--- src/rtl/ocp_reg_target.sv ---
// ocp_reg_target: register-bank responder for the 8-bit OCP-style bridge.
// Holds N_RW read/write bytes, exposes N_RO status bytes, a sticky error
// register at 0xFE and a constant ID at 0xFF. Reads answer with a one-cycle
// SResp pulse RD_LATENCY cycles after the accept cycle; writes are posted.
module ocp_reg_target #(
  parameter int         N_RW        = 4,
  parameter int         N_RO        = 4,
  parameter int         ACCEPT_WAIT = 0,
  parameter int         RD_LATENCY  = 1,
  parameter logic [7:0] RESET_VAL   = 8'h00,
  parameter logic [7:0] ID_VALUE    = 8'hA5
) (
  input  logic                clk,
  input  logic                reset_n,
  input  logic [2:0]          MCmd,
  input  logic [7:0]          MAddr,
  input  logic [7:0]          MData,
  output logic                SCmdAccept,
  output logic [7:0]          SData,
  output logic [1:0]          SResp,
  output logic [8*N_RW-1:0]   reg_rw_out,
  input  logic [8*N_RO-1:0]   status_in,
  output logic                wr_pulse,
  output logic [5:0]          wr_index
);

  localparam logic [2:0] CMD_IDLE = 3'b000;
  localparam logic [2:0] CMD_WR   = 3'b001;
  localparam logic [2:0] CMD_RD   = 3'b010;
  localparam logic [1:0] RESP_DVA = 2'b01;
  localparam logic [1:0] RESP_ERR = 2'b11;

  typedef enum logic [1:0] {S_IDLE, S_WAIT, S_ACCEPT, S_RESP} state_t;

  state_t     state_q, state_d;
  logic [3:0] cnt_q, cnt_d;
  logic [7:0] rw_q [N_RW];
  logic [1:0] errstat_q, errstat_d;
  logic [7:0] rdata_q;
  logic [1:0] resp_q;
  logic       wr_pulse_q;
  logic [5:0] wr_index_q;

  logic       rw_hit, ro_hit, rd_err;
  logic [7:0] rd_data;
  logic       accept, is_wr, is_rd, is_illegal, resp_now;

  assign accept     = (state_q == S_ACCEPT);
  assign is_wr      = (MCmd == CMD_WR);
  assign is_rd      = (MCmd == CMD_RD);
  assign is_illegal = (MCmd != CMD_IDLE) && !is_wr && !is_rd;

  // Address decode and read-data mux for the command currently presented.
  always_comb begin
    rw_hit  = 1'b0;
    ro_hit  = 1'b0;
    rd_err  = 1'b0;
    rd_data = 8'h00;
    for (int i = 0; i < N_RW; i++) begin
      if (MAddr == 8'(i)) begin
        rw_hit  = 1'b1;
        rd_data = rw_q[i];
      end
    end
    for (int i = 0; i < N_RO; i++) begin
      if (MAddr == 8'(128 + i)) begin
        ro_hit  = 1'b1;
        rd_data = status_in[8*i +: 8];
      end
    end
    if (!rw_hit && !ro_hit) begin
      if (MAddr == 8'hFE)      rd_data = {6'b0, errstat_q};
      else if (MAddr == 8'hFF) rd_data = ID_VALUE;
      else                     rd_err  = 1'b1;
    end
  end

  // Sticky error update: a read of 0xFE clears, a concurrent error set wins.
  always_comb begin
    errstat_d = errstat_q;
    if (accept) begin
      if (is_rd && MAddr == 8'hFE) errstat_d = 2'b00;
      if (is_wr && !rw_hit)        errstat_d[0] = 1'b1;
      if (is_illegal)              errstat_d[1] = 1'b1;
    end
  end

  // Next-state logic: IDLE -> (WAIT) -> ACCEPT -> (RESP) -> IDLE.
  always_comb begin
    state_d = state_q;
    cnt_d   = cnt_q;
    case (state_q)
      S_IDLE: begin
        if (MCmd != CMD_IDLE) begin
          if (ACCEPT_WAIT == 0) begin
            state_d = S_ACCEPT;
          end else begin
            state_d = S_WAIT;
            cnt_d   = 4'(ACCEPT_WAIT);
          end
        end
      end
      S_WAIT: begin
        cnt_d = cnt_q - 4'd1;
        if (cnt_q <= 4'd1) state_d = S_ACCEPT;
      end
      S_ACCEPT: begin
        if (is_rd) begin
          state_d = S_RESP;
          cnt_d   = 4'(RD_LATENCY - 1);
        end else begin
          state_d = S_IDLE;
        end
      end
      S_RESP: begin
        if (cnt_q == 4'd0) state_d = S_IDLE;
        else               cnt_d   = cnt_q - 4'd1;
      end
      default: state_d = S_IDLE;
    endcase
  end

  // State, register bank and captured response; all effects land at the accept edge.
  always_ff @(posedge clk or negedge reset_n) begin
    if (!reset_n) begin
      state_q    <= S_IDLE;
      cnt_q      <= 4'd0;
      errstat_q  <= 2'b00;
      rdata_q    <= 8'h00;
      resp_q     <= 2'b00;
      wr_pulse_q <= 1'b0;
      wr_index_q <= 6'd0;
      for (int i = 0; i < N_RW; i++) rw_q[i] <= RESET_VAL;
    end else begin
      state_q    <= state_d;
      cnt_q      <= cnt_d;
      errstat_q  <= errstat_d;
      wr_pulse_q <= 1'b0;
      if (accept) begin
        if (is_wr && rw_hit) begin
          for (int i = 0; i < N_RW; i++) begin
            if (MAddr == 8'(i)) rw_q[i] <= MData;
          end
          wr_pulse_q <= 1'b1;
          wr_index_q <= MAddr[5:0];
        end
        if (is_rd) begin
          rdata_q <= rd_err ? 8'h00 : rd_data;
          resp_q  <= rd_err ? RESP_ERR : RESP_DVA;
        end
      end
    end
  end

  assign resp_now   = (state_q == S_RESP) && (cnt_q == 4'd0);
  assign SCmdAccept = accept;
  assign SResp      = resp_now ? resp_q : 2'b00;
  assign SData      = resp_now ? rdata_q : 8'h00;
  assign wr_pulse   = wr_pulse_q;
  assign wr_index   = wr_index_q;

  for (genvar g = 0; g < N_RW; g++) begin : g_rw_out
    assign reg_rw_out[8*g +: 8] = rw_q[g];
  end

endmodule
--- config.mk ---
export PLATFORM = sky130hd
export DESIGN_NAME = ocp_reg_target
export DESIGN_NICKNAME = d
export VERILOG_FILES = /design/src/rtl/ocp_reg_target.sv
export SDC_FILE = /design/constraint.sdc
export NUM_CORES = 1
export LEC_CHECK = 0
export CAP_MARGIN = 25
export CORE_ASPECT_RATIO = 0.8
export CORE_UTILIZATION = 41
export DETAILED_ROUTE_END_ITERATION = 8
export PLACE_DENSITY = 0.83
export SYNTH_ARGS = -nofsm -noshare
export SYNTH_HDL_FRONTEND = slang
export SYNTH_SLANG_ARGS = --single-unit
--- constraint.sdc ---
create_clock -name clk -period 1.85 [get_ports clk]
set_input_delay 0.37 -clock clk [delete_from_list [all_inputs] [get_ports clk]]
set_output_delay 0.37 -clock clk [all_outputs]
set_load 0.02 [all_outputs]
# Yosys cells after proc, flatten, opt, wreduce, memory -nomap -nowiden
# Cells that the tools add are included.
# totals
out_inout_bits	50
ff_bits	57
elab_cells	100
# classes
order_cmp	1
n_bitwise	1
reduce_logical	27
muxes	39
eq_ne	19
n_addsub	1
# op_table
cell	count
8-bit two-way mux	13
8-bit equality test, second input constant	6
3-bit AND reduction	6
8-bit by 2-bit equality test with 1-bit output, second input constant	2
1-bit two-way mux	15
2-bit two-way mux	7
4-bit case mux with 3 select lines	1
8-bit by 1-bit equality test with 1-bit output, second input constant	1
8-bit zero test	1
4-bit two-way mux	2
2-bit inequality test, second input constant	4
2-bit case mux with 4 select lines	1
2-bit AND reduction	4
1-bit logical AND	7
2-bit equality test, second input constant	2
4-bit by 1-bit less-or-equal comparator with 1-bit output, second input constant	1
1-bit zero test	4
4-bit zero test	1
2-bit nonzero test	2
4-bit by 1-bit subtractor with 4-bit output, second input constant	1
3-bit by 1-bit equality test with 1-bit output, second input constant	1
3-bit by 2-bit equality test with 1-bit output, second input constant	1
3-bit nonzero test	1
2-bit by 1-bit equality test with 1-bit output, second input constant	1
3 further kinds	3

# Logic depth before layout (Yosys ltp)
# Gate-level depths: netlist of the first run.
# depth
depth_word	13
ltp_mapped	7
ltp_nobuf	7

# Worst setup path after synthesis of the first run
# No wires, ideal clock.
# synth_path
path_kind	flip-flop to output port
startpoint	register cnt_q[0]
endpoint	output SData[0]
n_path_buf	0
stages_incl_launch_ff	6
setup_slack_ns	-0.173
arrival_time_ns	1.653
cell_sequence	dfrtp_1 -> inv_1 -> ha_1 -> or3b_2 -> nor2_1 -> and2_1
# synth_between
elab_chain_len	3
# synth_lines
element	line_no	rtl
from (decl)	36	logic [3:0] cnt_q, cnt_d;
from (signal assigned)	136	cnt_q <= cnt_d;
4-bit zero test	155	assign resp_now = (state_q == S_RESP) && (cnt_q == 4'd0);
1-bit logical AND	155	
8-bit two-way mux	158	assign SData = resp_now ? rdata_q : 8'h00;
to (decl)	19	output logic [7:0] SData,
# No other way between the ends.

# Final worst setup path of the first run
# layout_path
startpoint	register cnt_q[1]
endpoint	output SData[2]
# Same word-level chain as after synthesis.

==> results of run 1 <==
==> power by group through the flow <==
stage / clock [mW] / combinational (mW) / sequential, mW
2_1_floorplan: 0 / 0.461 / 1.48
3_3_place_gp: 0 / 0.939 / 1.46
3_5_place_dp: 0 / 0.982 / 1.46
4_1_cts: 0.975 / 1.07 / 1.45
5_1_grt: 1.03 / 1.25 / 1.46
6_report: 0.955 / 1.16 / 1.45
==> layout by cell type (no fill, tap or decap), types with 3 or more instances in the layout <==
cell type,count
and2b_2,4
mux2i_1,12
a21oi_1,12
buf_6,15
dfrtp_1,57
buf_12,4
inv_1,3
nand2_1,13
buf_4,38
mux2_2,19
clkbuf_8,10
and2_4,10
nor2_1,16
mux2_4,16
clkdlybuf4s50_1,85
nand3_1,8
o21ai_0,11
mux4_2,10
nand2b_1,3
and2_1,3
==> routing by layer <==
metal	track usage, %	part of all wire (%)
met3	8.19	5.7
met2	42.6	51
met5	0	0
met1	27.1	42
met4	6.12	1.4
==> cell usage after synthesis (2+ instances only) <==
master and n:
nand2b_1 3, o31ai_1 2, and2b_2 4, a21oi_1 12, o21ai_0 11, xnor2_1 2, dfrtp_1 57, mux2i_1 12
nor2b_1 2, buf_6 2, clkbuf_1 4, inv_1 5, nand3b_1 2, mux4_2 10, mux2_4 16, a31oi_1 2
and2_1 13, and4_1 2, mux2_2 19, buf_4 3, nand2_1 14, nor3_1 3, nand3_1 8, nor2_1 18
buf_2 5, ha_1 2
==> cells by family (layout without fill, tap and decap cells) <==
kind of cell,count (synthesis),count (layout),synth area share (%)
AOI/OAI and AO/OA,37,37,7.23
xor gates and xnor gates,2,2,0.572
adders and majority gates,2,2,0.817
and+or+nand+nor,80,80,15.2
DFF,57,57,46.6
muxes,57,57,26.1
buffers and inverters,20,169,3.51
==> flip-flops by register name, summed over array words and instances, names as in the netlist <==
signal / flops
cnt_q: 4
errstat_q: 2
rdata_q: 8
reg_rw_out: 32
resp_q: 2
state_q: 2
wr_index: 6
wr_pulse: 1
==> timing repair <==
item,CTS,global route
setup buffers,4,7
endpoints found under the hold margin,1,0
endpoints found under the setup margin,36,41
pin swaps,14,6
hold buffers,1,0
resized for setup,78,10
==> worst paths after layout <==
kind                            slack (ns)  depth (start not counted)                        end
worst max-delay path                 -0.39                          7                   SData[2]
worst min-delay path                  0.48                          1      resp_q[0]$_DFFE_PN0P_
worst max register to register        0.06                          7  reg_rw_out[1]$_DFFE_PN0P_
worst min register to register        0.48                          1      resp_q[0]$_DFFE_PN0P_
max in group asynchronous             0.74                          3  reg_rw_out[8]$_DFFE_PN0P_
min in group asynchronous             0.55                          2    wr_index[3]$_DFFE_PN0P_
==> metrics by stage <==
step / cell area (um2) / power (mW) / TNS, ns
finish: 4790 / 3.56 / -3.85
global route: 4790 / 3.74 / -4.43
CTS: 4710 / 3.49 / -3.99
detailed placement: 4460 / 2.45 / -21.65
global placement: 4460 / 2.40 / -17.91
floorplan: 3100 / 1.94 / -0.0293
==> critical path: cells and delay by family (launching register included) <==
kind	cells	cell delay, ns
flip-flops	1	0.39
adder cells (fa/ha/maj)	1	0.14
AND/OR/NAND/NOR	3	0.67
buffers and inverters	3	0.33
==> area by class of cell <==
class	count	area (um2)	area share, %
inverter	5	18.8	0.392
clock inverter	1	5.00	0.104
sequential	57	1430	29.8
tap	87	109	2.27
timing repair buffer	151	1470	30.6
multi-input combinational	178	1620	33.8
clock buffer	12	145	3.03
==> impl_metrics.ini, run 1 <==
[outcome]
status = complete, but fails checks
violations = setup timing

[placement]
preCtsSetupSlack_ns = -0.533
dp_hpwl_um = 6490
numPlacedInstances = 466
place_congestion = 0.857
port_buffers = 102

[power_and_ir_drop]
p_comb_share_pct = 32.5
sequentialPowerShare_pct = 40.7
swShare_pct = 29.7
ir_worst_vdd_mv = 0.427
cell_internal_pwr_mw = 2.50
clkPwrFrac_pct = 26.8
power_switching_mw = 1.06
powerDensity_nw_per_um2 = 743
leakage_nw = 2.19

[flow_run]
maxCapViolCount = 0

[worst_setup_path]
cpMaxStageDelayCell = dfrtp_1
endpoint_kind = primary output
worstReg2RegStart = state_q[0]$_DFFE_PN0P_
worstPathRequired_ns = 1.48
cpMostUsedCell = buf_6
cp-start-kind = flip-flop
critPathLaunch = cnt_q[1]$_DFFE_PN0P_
path_max_fanout = 6
max_stage_delay_ns = 0.39
cp.arrival_ns = 1.87
path_class = reg2out
path_cells = inv_2, ha_4, or3b_4, nor2_4, buf_6, and2_4, buf_6

[grt]
grt_pass1_vias = 2813
grt_usage_pct = 23.7
grt_pass1_wl_um = 13800
grt_max_degree = 32
grt_overflow = 0
antenna_found_initial = 0

[synth]
synth-seq-cells = 57
synth_top_cell_by_area = dfrtp_1
synth_edf_count = 0
yosysWarnings = 0
synth_cells = 255
ys_seq_area_share_pct = 46.6
synth_top_area_share_pct = 46.6
syn_nets = 310
syn-cell-area_um2 = 3060
async_reset_ff_share_pct = 100
synth_area_leaders = dfrtp_1 47%, mux2_4 7.8%, mux4_2 7.4%
ys.flop_type = dfrtp_1
ys_types = 48
syn_avg_cell_area_um2 = 12.0

[cts]
cts_root_buf = clkbuf_8
h-tree-depth = 3
tritoncts = built
cts_made_buffers = 9
clkTransAtPathRegs_ns = 0.06
cts.path.max_buffers = 2
insertion_delay_ns = 0.34
cts_sinks = 57

[timing]
setup_slack_ns = -0.391
whs_ns = 0.476
fin_crit_ns = 2.24
worstMarginPinSlew_ns = 0.526
setup_viol = 11
relSlewSlack_pct = 64.9
period_share_pct = 121
slew_viol_final = 0
rsz0062_at_grt = yes
finalClockSkew_ns = 0.00431
fmax_mhz = 446
final-hold-violation-count = 0

[route]
ant_nets = 0
drtPass1Iterations = 4
wl_per_cell_um = 18.0
drt_iter0_markers = 100
vias = 2656
vias_per_cell = 5.41
drc_errors = 0
wl_um = 8860

[cells_and_area]
area_growth_pct = 56.4
final_nets = 457
final_util_pct = 67.9
final.fill_count = 524
drive_above_1_share_pct = 36.6
final_cells = 491
insertedDiodeCount = 0

[die]
die_h_um = 79.3
rows = 27
dieArea_um2 = 7820
start_util_pct = 43.4
num_io_pins = 103
die-width_um = 98.6
core_um2 = 7060

[min_path]
min_from = resp_q[0]$_DFFE_PN0P_
hp-class = reg2reg
No activity file was read; power rests on OpenSTA's default activity.
==> run 2, diff against run 1 <==
--- a/config.mk
+++ b/config.mk
@@ -7,6 +7,7 @@
 export LEC_CHECK = 0
 export CAP_MARGIN = 25
 export CORE_ASPECT_RATIO = 0.8
+export CORE_MARGIN = 5
 export CORE_UTILIZATION = 41
 export DETAILED_ROUTE_END_ITERATION = 8
 export PLACE_DENSITY = 0.83
==> impl_metrics.ini, run 2 (same netlist as run 1, synthesis figures left out) <==
[outcome]
status = complete, but fails checks
violations = setup timing

[route]
vias_per_cell = 5.28
ant_nets = 0
wl_per_cell_um = 17.9
vias = 2624
drt_iter0_markers = 97
drtPass1Iterations = 4
drc_errors = 0
wl_um = 8910

[cells_and_area]
mostFrequentLayoutCells = 85 x clkdlybuf4s50_1, 57 x dfrtp_1, 40 x buf_4, 24 x mux2_4, 16 x nor2_1
area_growth_pct = 57.8
insertedDiodeCount = 0
final.fill_count = 561
largest_reg_flops = 32
drive_above_1_share_pct = 37.3
final_nets = 457
final_common_cell = clkdlybuf4s50_1
final_cells = 497
final_util_pct = 66.0
postLayoutCellArea_um2 = 4830

[worst_setup_path]
cp.arrival_ns = 1.78
worstPathRequired_ns = 1.48
cp_top_family = simple AND/OR/NAND/NOR gates
cp-start-kind = flip-flop
max_stage_delay_ns = 0.42
cpMaxStageDelayCell = or3b_4
endpoint_kind = primary output
path_cells = inv_2, ha_4, or3b_4, nor2_4, and2_4, buf_6
critical_path_buf_inv_count = 2
path_max_fanout = 5
path_class = reg2out

[timing]
finalClockSkew_ns = 0.00641
setup_slack_ns = -0.302
rsz0062_at_grt = yes
setup_tns_ns = -2.94
slew_viol_final = 0
fmax_mhz = 465
relSlewSlack_pct = 68.5
fin_crit_ns = 2.15
worstMarginPinSlew_ns = 0.473
period_share_pct = 116
final-hold-violation-count = 0
setup_viol = 10

[grt]
grt_pass1_wl_um = 14100
antenna_found_initial = 0
grt_overflow = 0
grt_usage_pct = 19.7
grt_max_degree = 40
grt_pass1_vias = 2744

[flow_run]
maxCapViolCount = 0

[placement]
placed_cell_area_um2 = 4470
numPlacedInstances = 470
port_buffers = 102
preCtsSetupSlack_ns = -0.569
dp_hpwl_um = 6550
place_congestion = 0.815

[cts]
cts.path.max_buffers = 2
cts_made_buffers = 9
h-tree-depth = 3
insertion_delay_ns = 0.34
clkTransAtPathRegs_ns = 0.06
tritoncts = built
cts_sinks = 57
cts_root_buf = clkbuf_8

[min_path]
hp-class = reg2reg

[die]
num_io_pins = 103
rows = 28
start_util_pct = 41.8
die-width_um = 107
die_h_um = 87.3
dieArea_um2 = 9310
core_um2 = 7320

[power_and_ir_drop]
ir_worst_vdd_mv = 0.431
powerDensity_nw_per_um2 = 741
leakage_nw = 2.19
## run 2: changes by cell type in the layout (fill, tap and decap cells not counted), sizes merged
cell	delta
clkbuf	-4
clkinvlp	+3
clkinv	+1
clkdlybuf4s15	+1
buf	-1
nor2	+1
inv	+2
## run 2: final cells by class
class | count | area [um2] | area share, %
flip-flops and latches | 57 | 1430 | 29.5
inverters | 5 | 18.8 | 0.388
clock buffers | 9 | 124 | 2.56
well taps | 90 | 113 | 2.33
multi-input cells | 179 | 1650 | 34.1
clock inverters | 7 | 53.8 | 1.11
repair buffers | 150 | 1450 | 30.0
## run 2: timing repair
action                                  4_1_cts  5_1_grt
buffers inserted                              4        5
pin swaps                                    16       13
endpoints found under the setup margin       37       48
hold buffers                                  1        0
cloned                                        1        0
resized for setup                            71       19
hold endpoints to repair                     18        0
## run 2: per-layer routing
layer | track usage (%) | up-vias | part of all wire [%]
met5 | 0 | - | 0
met3 | 6.00 | 16 | 5.8
met4 | 5.92 | 0 | 1.8
met2 | 33.5 | 84 | 51
met1 | 24.3 | 1304 | 41
li1 | - | 1220 | -
## run 2: final timing paths
| check | startpoint | end | slack, ns | depth (start not counted) |
|---|---|---|---|---|
| min in group asynchronous | reset_n | rdata_q[6]$_DFFE_PN0P_ | 0.52 | 2 |
| worst max register to register | state_q[0]$_DFFE_PN0P_ | reg_rw_out[5]$_DFFE_PN0P_ | 0.02 | 7 |
| worst min register to register | errstat_q[0]$_DFFE_PN0P_ | errstat_q[0]$_DFFE_PN0P_ | 0.49 | 2 |
| max in group asynchronous | reset_n | wr_index[1]$_DFFE_PN0P_ | 0.76 | 3 |
| worst min-delay path | errstat_q[0]$_DFFE_PN0P_ | errstat_q[0]$_DFFE_PN0P_ | 0.49 | 2 |
| worst max-delay path | cnt_q[1]$_DFFE_PN0P_ | SData[1] | -0.30 | 6 |
## run 2: worst reg2reg max path, stage by stage (launching register included)
cell	delay (ns)
dfrtp_1	0.39
buf_6	0.13
nor2b_4	0.12
nand3_4	0.12
nor4_4	0.25
nor2b_2	0.21
buf_6	0.18
mux2_4	0.31
## run 2: metrics by stage
step | hold slack, ns | total power, mW
floorplan | 0.0744 | 1.94
global placement | 0.340 | 2.38
detailed placement | 0.342 | 2.41
CTS | 0.493 | 3.53
global route | 0.514 | 3.77
finish | 0.491 | 3.58
## run 2: where the power goes
part           internal (mW)  switching (mW)
clock network          0.493           0.545
registers               1.37          0.0811
logic                  0.590           0.501
total                   2.45            1.13
==> run 3, diff against run 2 <==
--- a/config.mk
+++ b/config.mk
@@ -8,9 +8,9 @@
 export CAP_MARGIN = 25
 export CORE_ASPECT_RATIO = 0.8
 export CORE_MARGIN = 5
-export CORE_UTILIZATION = 41
+export CORE_UTILIZATION = 46
 export DETAILED_ROUTE_END_ITERATION = 8
-export PLACE_DENSITY = 0.83
+export PLACE_DENSITY = 0.88
 export SYNTH_ARGS = -nofsm -noshare
 export SYNTH_HDL_FRONTEND = slang
 export SYNTH_SLANG_ARGS = --single-unit
==> constraint.sdc (replaced) <==
create_clock -name clk -period 2.1 [get_ports clk]
set_input_delay 0.42 -clock clk [delete_from_list [all_inputs] [get_ports clk]]
set_output_delay 0.42 -clock clk [all_outputs]
set_load 0.02 [all_outputs]
==> impl_metrics.ini, run 3 (same netlist as run 1, synthesis figures left out) <==
[outcome]
status = complete, but fails checks
violations = setup timing

[worst_setup_path]
path_class = reg2out
worstPathRequired_ns = 1.68
r2r_cells = 6
worst-r2r-setup-slack_ns = 0.25
cpMostUsedCell = buf_6
endpoint_kind = primary output
worstReg2RegStart = state_q[1]$_DFFE_PN0P_
cp_top_family = simple AND/OR/NAND/NOR gates
path_cells = inv_2, ha_4, or3b_4, nor2_4, buf_6, and2_4, buf_6
worstReg2RegEnd = reg_rw_out[6]$_DFFE_PN0P_
cp-start-kind = flip-flop
path_max_fanout = 5
critPathLaunch = cnt_q[1]$_DFFE_PN0P_
cp.arrival_ns = 1.85
max_stage_delay_ns = 0.40
cpMaxStageDelayCell = dfrtp_1
critical_path_buf_inv_count = 3

[cells_and_area]
final_util_pct = 72.8
final_nets = 452
insertedDiodeCount = 0
final.fill_count = 436
largest_reg_flops = 32
drive_above_1_share_pct = 34.8
final_common_cell = clkdlybuf4s50_1
mostFrequentLayoutCells = 90 x clkdlybuf4s50_1, 57 x dfrtp_1, 41 x buf_4, 19 x mux2_2, 17 x nor2_1
area_growth_pct = 53.1
postLayoutCellArea_um2 = 4690

[timing]
final-hold-violation-count = 0
worstMarginPinSlew_ns = 0.477
rsz0062_at_grt = yes
relSlewSlack_pct = 68.2
setup_slack_ns = -0.173
fin_crit_ns = 2.27
whs_ns = 0.0366
setup_tns_ns = -1.62
fmax_mhz = 440
finalClockSkew_ns = 0.00524
slew_viol_final = 0
period_share_pct = 108
setup_viol = 10

[grt]
grt_overflow = 0
met1_usage_pct = 25.6
antenna_found_initial = 0
met3_usage_pct = 6.78
top_usage_layer = met2
met2_usage_pct = 36.7
grt_pass1_wl_um = 14100
grt_max_degree = 40
grt_usage_pct = 21.6
grt_pass1_vias = 2749

[placement]
preCtsSetupSlack_ns = -0.426
dp_hpwl_um = 6620
port_buffers = 102
placed_cell_area_um2 = 4400
place_congestion = 0.896

[power_and_ir_drop]
powerDensity_nw_per_um2 = 667
leakage_nw = 2.14
ir_worst_vdd_mv = 0.376

[flow_run]
maxCapViolCount = 0

[cts]
h-tree-depth = 3
cts_made_buffers = 9
cts_root_buf = clkbuf_8
tritoncts = built
cts.path.max_buffers = 2
cts_sinks = 57
clkTransAtPathRegs_ns = 0.06
insertion_delay_ns = 0.34

[min_path]
hp-class = in2async

[die]
dieArea_um2 = 8400
start_util_pct = 47.6
die-width_um = 101
num_io_pins = 103
die_h_um = 83.0
rows = 26
core_um2 = 6440

[route]
drc_errors = 0
wl_um = 8700
ant_nets = 0
wl_per_cell_um = 17.9
drt_iter0_markers = 121
drtPass1Iterations = 4
vias = 2607
vias_per_cell = 5.36
==> run 3: worst max path at each step <==
stage	cells after the start	end	slack, ns
6_report	7	SData[5]	-0.17
5_1_grt	7	SData[0]	-0.27
4_1_cts	7	SData[5]	-0.14
3_5_place_dp	7	SData[5]	-0.43
3_3_place_gp	7	SData[0]	-0.38
2_1_floorplan	5	SData[0]	0.03
==> run 3: area by class of cell <==
cell class              count  area (um2)  area share, %
inverters                   5        18.8          0.400
well taps                  84         105           2.24
flip-flops and latches     57        1430           30.4
clock buffers              11         131           2.80
repair buffers            146        1370           29.3
clock inverters             5        56.3           1.20
multi-input cells         178        1580           33.7
==> run 3: routing by layer <==
metal	vias to the layer above	share of wire [%]
met1	1266	39
met3	23	8.3
met2	105	51
met4	0	2.2
met5	-	0
li1	1213	-
==> run 3: through the flow <==
step,cells,power [mW]
after floorplan,255,1.67
after CTS,485,3.13
final,486,3.13
after detailed placement,465,2.05
after global placement,465,2.02
after global routing,486,3.29
==> run 3: power breakdown <==
| part | internal (mW) | switching [mW] |
|---|---|---|
| Sequential | 1.21 | 0.0799 |
| Combinational | 0.469 | 0.393 |
| Clock | 0.546 | 0.434 |
| Total | 2.22 | 0.907 |
==> run 3: worst reg2reg max path: stages (launching register included) <==
cell	delay [ns]
dfrtp_1	0.40
nor2b_4	0.22
nand3_4	0.12
nor4_2	0.25
nor2b_1	0.22
buf_4	0.18
mux2_2	0.33
==> run 3: what timing repair did <==
action                                  CTS  global route
buffers inserted                          3             1
pin swaps                                 9             1
resized for setup                        80             1
hold buffers                              0             0
endpoints found under the setup margin   10            15
cloned                                    1             0
